[config.mk]
export PLATFORM = sky130hd
export DESIGN_NAME = audio_clk_gen
export DESIGN_NICKNAME = d
export VERILOG_FILES = /design/src/rtl/audio_clk_pkg.sv /design/src/rtl/bclk_half_div.sv /design/src/rtl/audio_clk_gen.sv
export SDC_FILE = /design/constraint.sdc
export NUM_CORES = 1
export LEC_CHECK = 0
export BUFFER_PORTS_ARGS = -buffer_cell sky130_fd_sc_hd__buf_2
export CAP_MARGIN = 30
export CORE_ASPECT_RATIO = 0.9
export CORE_MARGIN = 4
export CORE_UTILIZATION = 37
export CTS_BUF_LIST = sky130_fd_sc_hd__clkbuf_8
export DETAILED_ROUTE_END_ITERATION = 7
export SYNTH_ARGS = -nofsm -noshare
export SYNTH_HDL_FRONTEND = slang
export SYNTH_SLANG_ARGS = --single-unit
[constraint.sdc]
create_clock -name mclkin -period 6.1 [get_ports mclkin]
set_clock_uncertainty 0.05 [all_clocks]
set_input_delay 0.61 -clock mclkin [delete_from_list [all_inputs] [get_ports mclkin]]
set_output_delay 0.61 -clock mclkin [all_outputs]
set_load 0.01 [all_outputs]
[src/rtl/audio_clk_pkg.sv]
// Shared constants and types for the audio clock generator.
package audio_clk_pkg;

  localparam logic MODE_I2S = 1'b0;
  localparam logic MODE_DSP = 1'b1;

  typedef enum logic {StIdle, StRun} state_e;

  localparam int unsigned HALF_MIN  = 1;
  localparam int unsigned FRAME_MIN = 2;

endpackage

[src/rtl/bclk_half_div.sv]
// Half-period counter producing bclk and its edge strobes from mclkin.
module bclk_half_div
  import audio_clk_pkg::*;
#(
  parameter int unsigned DIV_W = 4
) (
  input  logic             mclkin,
  input  logic             rst,
  input  logic             clr,
  input  logic             load,
  input  logic [DIV_W-1:0] half_n,
  output logic             bclk,
  output logic             bclk_rise,
  output logic             bclk_fall,
  output logic             period_end
);

  logic [DIV_W-1:0] n_q, hc_q, hc_d;
  logic             bclk_d, rise_d, fall_d, wrap;

  assign wrap       = (hc_q == n_q - DIV_W'(1));
  assign period_end = wrap & bclk;

  always_comb begin
    hc_d   = hc_q;
    bclk_d = bclk;
    rise_d = 1'b0;
    fall_d = 1'b0;
    if (clr) begin
      hc_d   = '0;
      bclk_d = 1'b0;
    end else if (load) begin
      // Frame start: from RUN this coincides with the closing wrap, from IDLE bclk is already 0.
      hc_d   = '0;
      bclk_d = 1'b0;
      fall_d = bclk;
    end else if (wrap) begin
      hc_d   = '0;
      bclk_d = ~bclk;
      rise_d = ~bclk;
      fall_d = bclk;
    end else begin
      hc_d = hc_q + DIV_W'(1);
    end
  end

  always_ff @(posedge mclkin or posedge rst) begin
    if (rst) begin
      n_q       <= DIV_W'(HALF_MIN);
      hc_q      <= '0;
      bclk      <= 1'b0;
      bclk_rise <= 1'b0;
      bclk_fall <= 1'b0;
    end else begin
      if (load) n_q <= half_n;
      hc_q      <= hc_d;
      bclk      <= bclk_d;
      bclk_rise <= rise_d;
      bclk_fall <= fall_d;
    end
  end

endmodule

[src/rtl/audio_clk_gen.sv]
// Bit clock and frame clock generator with run-time ratio, frame length and word-clock mode.
module audio_clk_gen
  import audio_clk_pkg::*;
#(
  parameter int unsigned DIV_W  = 4,
  parameter int unsigned SLOT_W = 9
) (
  input  logic              mclkin,
  input  logic              rst,
  input  logic              en,
  input  logic [DIV_W-1:0]  half_div,
  input  logic [SLOT_W-1:0] frame_len,
  input  logic              mode,
  output logic              bclk,
  output logic              word_clk,
  output logic              frame_start,
  output logic              bclk_rise,
  output logic              bclk_fall,
  output logic [SLOT_W-1:0] bit_idx,
  output logic              running
);

  state_e            state_q, state_d;
  logic [SLOT_W-1:0] bit_q, bit_d, bit_nxt, l_q, l_d, l_cl;
  logic [DIV_W-1:0]  n_cl;
  logic              mode_q, mode_d, wc_q, wc_d, fs_q, fs_d;
  logic              load, clr, start, period_end;

  assign n_cl    = (half_div == '0) ? DIV_W'(HALF_MIN) : half_div;
  assign l_cl    = (frame_len < SLOT_W'(FRAME_MIN)) ? SLOT_W'(FRAME_MIN) : frame_len;
  assign bit_nxt = bit_q + SLOT_W'(1);

  bclk_half_div #(
    .DIV_W(DIV_W)
  ) u_half_div (
    .mclkin    (mclkin),
    .rst       (rst),
    .clr       (clr),
    .load      (load),
    .half_n    (n_cl),
    .bclk      (bclk),
    .bclk_rise (bclk_rise),
    .bclk_fall (bclk_fall),
    .period_end(period_end)
  );

  always_comb begin
    state_d = state_q;
    bit_d   = bit_q;
    wc_d    = wc_q;
    fs_d    = 1'b0;
    l_d     = l_q;
    mode_d  = mode_q;
    load    = 1'b0;
    clr     = 1'b0;
    start   = 1'b0;
    unique case (state_q)
      StIdle: begin
        if (en) start = 1'b1;
        else    clr   = 1'b1;
      end
      StRun: begin
        if (period_end) begin
          if (bit_q == l_q - SLOT_W'(1)) begin
            if (en) begin
              start = 1'b1;
            end else begin
              state_d = StIdle;
              clr     = 1'b1;
              bit_d   = '0;
              wc_d    = 1'b0;
            end
          end else begin
            bit_d = bit_nxt;
            wc_d  = (mode_q == MODE_DSP) ? 1'b0 : (bit_nxt >= (l_q >> 1));
          end
        end
      end
      default: state_d = StIdle;
    endcase
    // Frame start: clamped config is latched here and held for the whole frame.
    if (start) begin
      state_d = StRun;
      load    = 1'b1;
      fs_d    = 1'b1;
      bit_d   = '0;
      l_d     = l_cl;
      mode_d  = mode;
      wc_d    = (mode == MODE_DSP);
    end
  end

  always_ff @(posedge mclkin or posedge rst) begin
    if (rst) begin
      state_q <= StIdle;
      bit_q   <= '0;
      l_q     <= SLOT_W'(FRAME_MIN);
      mode_q  <= MODE_I2S;
      wc_q    <= 1'b0;
      fs_q    <= 1'b0;
    end else begin
      state_q <= state_d;
      bit_q   <= bit_d;
      l_q     <= l_d;
      mode_q  <= mode_d;
      wc_q    <= wc_d;
      fs_q    <= fs_d;
    end
  end

  assign word_clk    = wc_q;
  assign frame_start = fs_q;
  assign bit_idx     = bit_q;
  assign running     = (state_q == StRun);

endmodule
Yosys cells after proc, flatten, opt, wreduce, memory -nomap -nowiden
Index checks and enable logic that the tools add are counted.
Storage, ports and cells
  flip-flop bits (word level): 33
  logic and storage cells: 66
Cells by class
  add/subtract/negate cells: 4
  order comparisons: 2
  equality and inequality tests: 3
  multiplexer cells: 38
  bitwise operators: 3
  reductions and logical operators: 5
Operators with widths (number)
  $mux W9: 6
  $mux W1: 26
  $mux W4: 4
  $add A9 B1 Y9 const B: 1
  $eq A9 B9 Y1: 1
  $ge A9 B8 Y1: 1
  $lt A9 B2 Y1 const B: 1
  $sub A9 B1 Y9 const B: 1
  $add A4 B1 Y4 const B: 1
  $eq A4 B4 Y1: 1
  $logic_not A4 Y1: 1
  $pmux W1 S2: 2
  $reduce_bool A2 Y1: 2
  $sub A4 B1 Y4 const B: 1
  $ne A3 B3 Y1 const B: 1
  $reduce_and A3 Y1: 1
  $reduce_bool A3 Y1: 1
  $not A1 Y1: 2
  $and A1 B1 Y1: 1

Logic depth before layout (Yosys ltp)
  depth in word-level cells: 8
  depth in mapped cells: 10

Modules after synthesis
From an unflattened synthesis, not the netlist that was laid out.
Second synthesis, totals
  cells, all modules: 220
  area total of the unflattened synthesis: 2139.6 sq um
By module, submodules not included
  audio_clk_gen: times used 1, cells an instance 175, area each 1605.3 sq um, sequential area each 551.8 sq um
  bclk_half_div: times used 1, cells an instance 45, area each 534.3 sq um, sequential area each 276.5 sq um

Worst setup path after synthesis
OpenSTA, ideal clock, no wires.
  path type: register to register
  start point: register u_half_div.n_q[0]
  end point: register wc_q (netlist: word_clk)
  setup time: 0.087 ns
  arrival time: 2.406 ns
  required time: 5.963 ns
  setup slack: 3.557 ns
  cell stages (with the launch flop): 9
  clock period less this slack: 2.543 ns
  cell sequence: dfstp_2 inv_1 ha_1 xnor2_1 or3_1 nor3_2 nor2_1 a2111o_1 o211ai_1
On the way
  cells in the longest elaborated chain, start to end: 7
  elaborated cells on any way between the ends: 10
  classes of those cells: add/sub: 1; eq/ne: 2; mux: 3; bitwise: 1; reduce/logical: 3
RTL lines
  from (decl): RTL line bclk_half_div.sv:18  | logic [DIV_W-1:0] n_q, hc_q, hc_d;
  from (signal assigned): RTL line bclk_half_div.sv:49  | n_q <= DIV_W'(HALF_MIN);
  from (signal assigned): RTL line bclk_half_div.sv:55  | if (load) n_q <= half_n;
  $sub A4 B1 Y4 *: RTL line bclk_half_div.sv:21  | assign wrap = (hc_q == n_q - DIV_W'(1));
  $eq A4 B4 Y1 *: RTL line bclk_half_div.sv:21
  $and A1 B1 Y1 *: RTL line bclk_half_div.sv:22  | assign period_end = wrap & bclk;
  $mux W1: RTL line audio_clk_gen.sv:63  | if (period_end) begin
  $pmux W1 S2: RTL line audio_clk_gen.sv:57  | unique case (state_q)
  $ne A3 B3 Y1 (no source line) or $reduce_bool A2 Y1 (tied branches)
  $reduce_and A3 Y1 (no source line)
  to (signal assigned): RTL line audio_clk_gen.sv:106  | wc_q <= wc_d;
  to (decl): RTL line audio_clk_gen.sv:26  | logic mode_q, mode_d, wc_q, wc_d, fs_q, fs_d;
Every way passes the cells marked *; elsewhere a longest branch is shown, timed or not.
A chain may end at the register's enable or synchronous reset.

Worst setup path after layout
  start point: register u_half_div.n_q[0]
  end point: register mode_q
On the way
  cells in the longest elaborated chain, start to end: 5
RTL lines
  $sub A4 B1 Y4: RTL line bclk_half_div.sv:21
  $eq A4 B4 Y1: RTL line bclk_half_div.sv:21
  $and A1 B1 Y1: RTL line bclk_half_div.sv:22
  $mux W1: RTL line audio_clk_gen.sv:63
  $pmux W1 S2: RTL line audio_clk_gen.sv:57
  to (signal assigned): RTL line audio_clk_gen.sv:105  | mode_q <= mode_d;
  to (decl): RTL line audio_clk_gen.sv:26
Every way passes these cells.

==> impl_metrics.py <==
metrics = {
    "clock_tree": {
        "cts_htree_levels": 2,
        "post-cts-setup-buffers": 0,
        "clockBufferDepth": 2,
        "clkLatencyLatePin_ns": 0.29,
        "ctsResizeCount": 0,
        "postCtsHoldBufs": 0,
        "cts_tree": "built",
        "clockRootBuffer": "clkbuf_8",
        "path_clk_slew_ns": 0.07,
        "cts_sinks": 33,
        "cts-buffers-inserted": 5,
    },
    "sta": {
        "fin_setup_tns_ns": 0,
        "finalHoldViolations": 0,
        "rsz0062_at_grt": "no",
        "setup_ws_ns": 2.86,
        "slew_violations": 0,
        "min_period_over_period": 0.531,
        "hold_ws_ns": 0.362,
        "worstMarginPinSlew_ns": 0.961,
        "relSlewSlack": 0.357,
        "max_freq_mhz": 309,
        "min_period_ns": 3.24,
        "setup_violations": 0,
    },
    "setup_path": {
        "worstRegToRegCells": 7,
        "r2r_end": "mode_q",
        "crit_fanout": 30,
        "crit_type": "reg -> reg",
        "start_kind": "flop",
        "slowest_delay_ns": 0.72,
        "endpoint_kind": "flop",
        "required_ns": 6.25,
        "cpMaxStageDelayCell": "or4_1",
        "worst-endpoint-arrival_ns": 3.39,
        "crit_end": "mode_q",
        "path_cells": "inv_1, ha_1, xnor2_1, nor4_1, nand2_1, or4_1, o211ai_1",
        "r2r-start": "u_half_div.n_q[0]",
        "reg2reg_slack_ns": 2.86,
        "crit_start": "u_half_div.n_q[0]",
    },
    "final_layout": {
        "n_antenna_cell": 0,
        "layout_common_cells": "dfrtp_1 (31), buf_2 (31), nand2_1 (30)",
        "instances_no_fill": 413,
        "syn2layout_area_growth_pct": 10.3,
        "drive_gt1_frac": 0.146,
        "nNetsFinal": 351,
    },
    "global_route": {
        "antenna_found_initial": 0,
        "grt_pass1_wl_um": 10600,
        "globalRoute.totalOverflow": 0,
        "grt_pass1_vias": 2126,
        "grt_max_degree": 34,
        "grt_usage": 0.162,
    },
    "route": {
        "drt_wl_total_um": 6360,
        "wire_per_inst_um": 15.4,
        "ant_nets": 0,
        "drt_iter0_markers": 215,
        "drc_errors": 0,
        "vias": 2340,
        "dr.pass1.iters": 5,
        "viasPerCell": 5.67,
    },
    "pwr": {
        "leakagePower_nw": 1.25,
        "powerDensity_mw_per_mm2": 139,
        "max-vdd-ir-drop_uv": 65.6,
        "power_mw": 0.395,
    },
    "min_path": {
        "hold_class": "in -> async",
    },
    "synthesis": {
        "ys_seq_area_frac": 0.321,
        "synth_nets": 333,
        "synth-main-ff-cell": "dfrtp_1",
        "netlist_instances": 304,
        "yosys.cell_types.count": 46,
        "ys_warn_count": 0,
        "avgSynthCellArea_sq_um": 8.49,
        "synth-seq-cells": 33,
        "synth-async-reset-ratio": 1.00,
        "synth-edff-count": 0,
        "synthesis.area_sq_mm": 0.00258,
    },
    "placed_design": {
        "dp.final_hpwl_um": 4490,
        "io_buffer_count": 31,
        "pre_cts_ws_ns": 2.87,
        "dp.cells": 405,
        "gp_congestion": 0.846,
    },
    "status": {
        "status": "completed",
    },
    "floorplan": {
        "io_pins": 32,
        "die-area_sq_mm": 0.00837,
        "die_y_um": 87.2,
        "core-area_sq_mm": 0.00669,
        "die_w_um": 96.0,
        "start_util": 0.386,
        "row_count": 28,
    },
    "flow_run": {
        "cap_violations": 0,
    },
}
cells by family after synthesis:
kind of cell             share of synthesized area
buffers and inverters                       0.0640
AND/OR/NAND/NOR                              0.253
adder cells (fa/ha/maj)                     0.0582
AO/OA/AOI/OAI                                0.219
flip-flops                                   0.321
XOR/XNOR                                    0.0849
stage by stage:
stage               utilization  area (sq um)
floorplan                     -          2580
global placement          0.411          2750
detailed placement        0.413          2770
CTS                       0.425          2850
global route              0.425          2850
finish                    0.425          2850
cell type report:
cell class	instances	area (sq um)
tap	90	113
sequential	33	828
clock buffer	5	68.8
clock inverter	3	11.3
inverter	16	60.1
fill	650	3850
multi-input combinational	233	1590
timing repair buffer	33	178
layer usage:
layer	global-route usage	share of wire	up-vias
met2	0.242	0.43	106
met3	0.0294	0.085	6
li1	-	-	1162
met1	0.241	0.48	1066
met4	0.0388	0.010	0
met5	0	0	-
worst min path at each step:
| stage | depth (start not counted) | startpoint | to | slack [ns] |
|---|---|---|---|---|
| after global placement | 1 | u_half_div.hc_q[0] | u_half_div.hc_q[0] | 0.45 |
| final | 3 | rst | bit_idx[2] | 0.36 |
| after CTS | 3 | rst | l_q[0] | 0.38 |
| after global routing | 3 | rst | bit_idx[3] | 0.41 |
| after floorplan | 1 | u_half_div.hc_q[0] | u_half_div.hc_q[0] | 0.42 |
| after detailed placement | 1 | u_half_div.hc_q[0] | u_half_div.hc_q[0] | 0.45 |
registers in the layout, summed over array words and instances (netlist names):
register / flops
u_half_div.n_q: 4
mode_q: 1
bit_idx: 9
frame_start: 1
word_clk: 1
u_half_div.bclk: 1
u_half_div.hc_q: 4
u_half_div.bclk_fall: 1
l_q: 9
running: 1
u_half_div.bclk_rise: 1
critical path: cells and delay by family (launching register included):
| kind | cells | cell delay, ns |
|---|---|---|
| simple gates | 3 | 1.92 |
| flops | 1 | 0.57 |
| fa+ha+maj | 1 | 0.30 |
| xor+xnor | 1 | 0.15 |
| compound gates | 1 | 0.11 |
| buf+inv | 1 | 0.07 |
synth_stat cells, types with 2 or more instances:
master    instances  area share
o21ai_0          20       0.039
or2_2             2      0.0048
o22ai_1           2      0.0048
nand2_1          30       0.044
xor2_1            7       0.024
dfrtp_1          31        0.30
a222oi_1         10       0.039
inv_1            16       0.023
a22o_1            4       0.014
and3_1            4      0.0097
o211ai_1         10       0.029
xnor2_1          18       0.061
and4_1            3       0.010
clkbuf_1         19       0.028
ha_1             12       0.058
dfstp_2           2       0.020
nand3_1          18       0.035
o31ai_1           2      0.0058
a21o_1            3      0.0087
a21oi_1           5      0.0097
nor2_1           16       0.023
buf_6             3       0.013
nor3_1            5      0.0097
nand2b_1          4      0.0097
and2_1           12       0.029
or4_1            14       0.041
a31oi_1           7       0.017
a221o_1           2      0.0078
a211oi_1          4       0.012
nor4_1            3      0.0073
power by group:
group / leakage, nW / switching, mW / internal (mW)
logic: 0.837 / 0.0138 / 0.00652
clock network: 0.0519 / 0.0794 / 0.0760
registers: 0.361 / 0 / 0.219
total: 1.25 / 0.0931 / 0.301
Note: power is estimated with default switching activity, not from simulation.
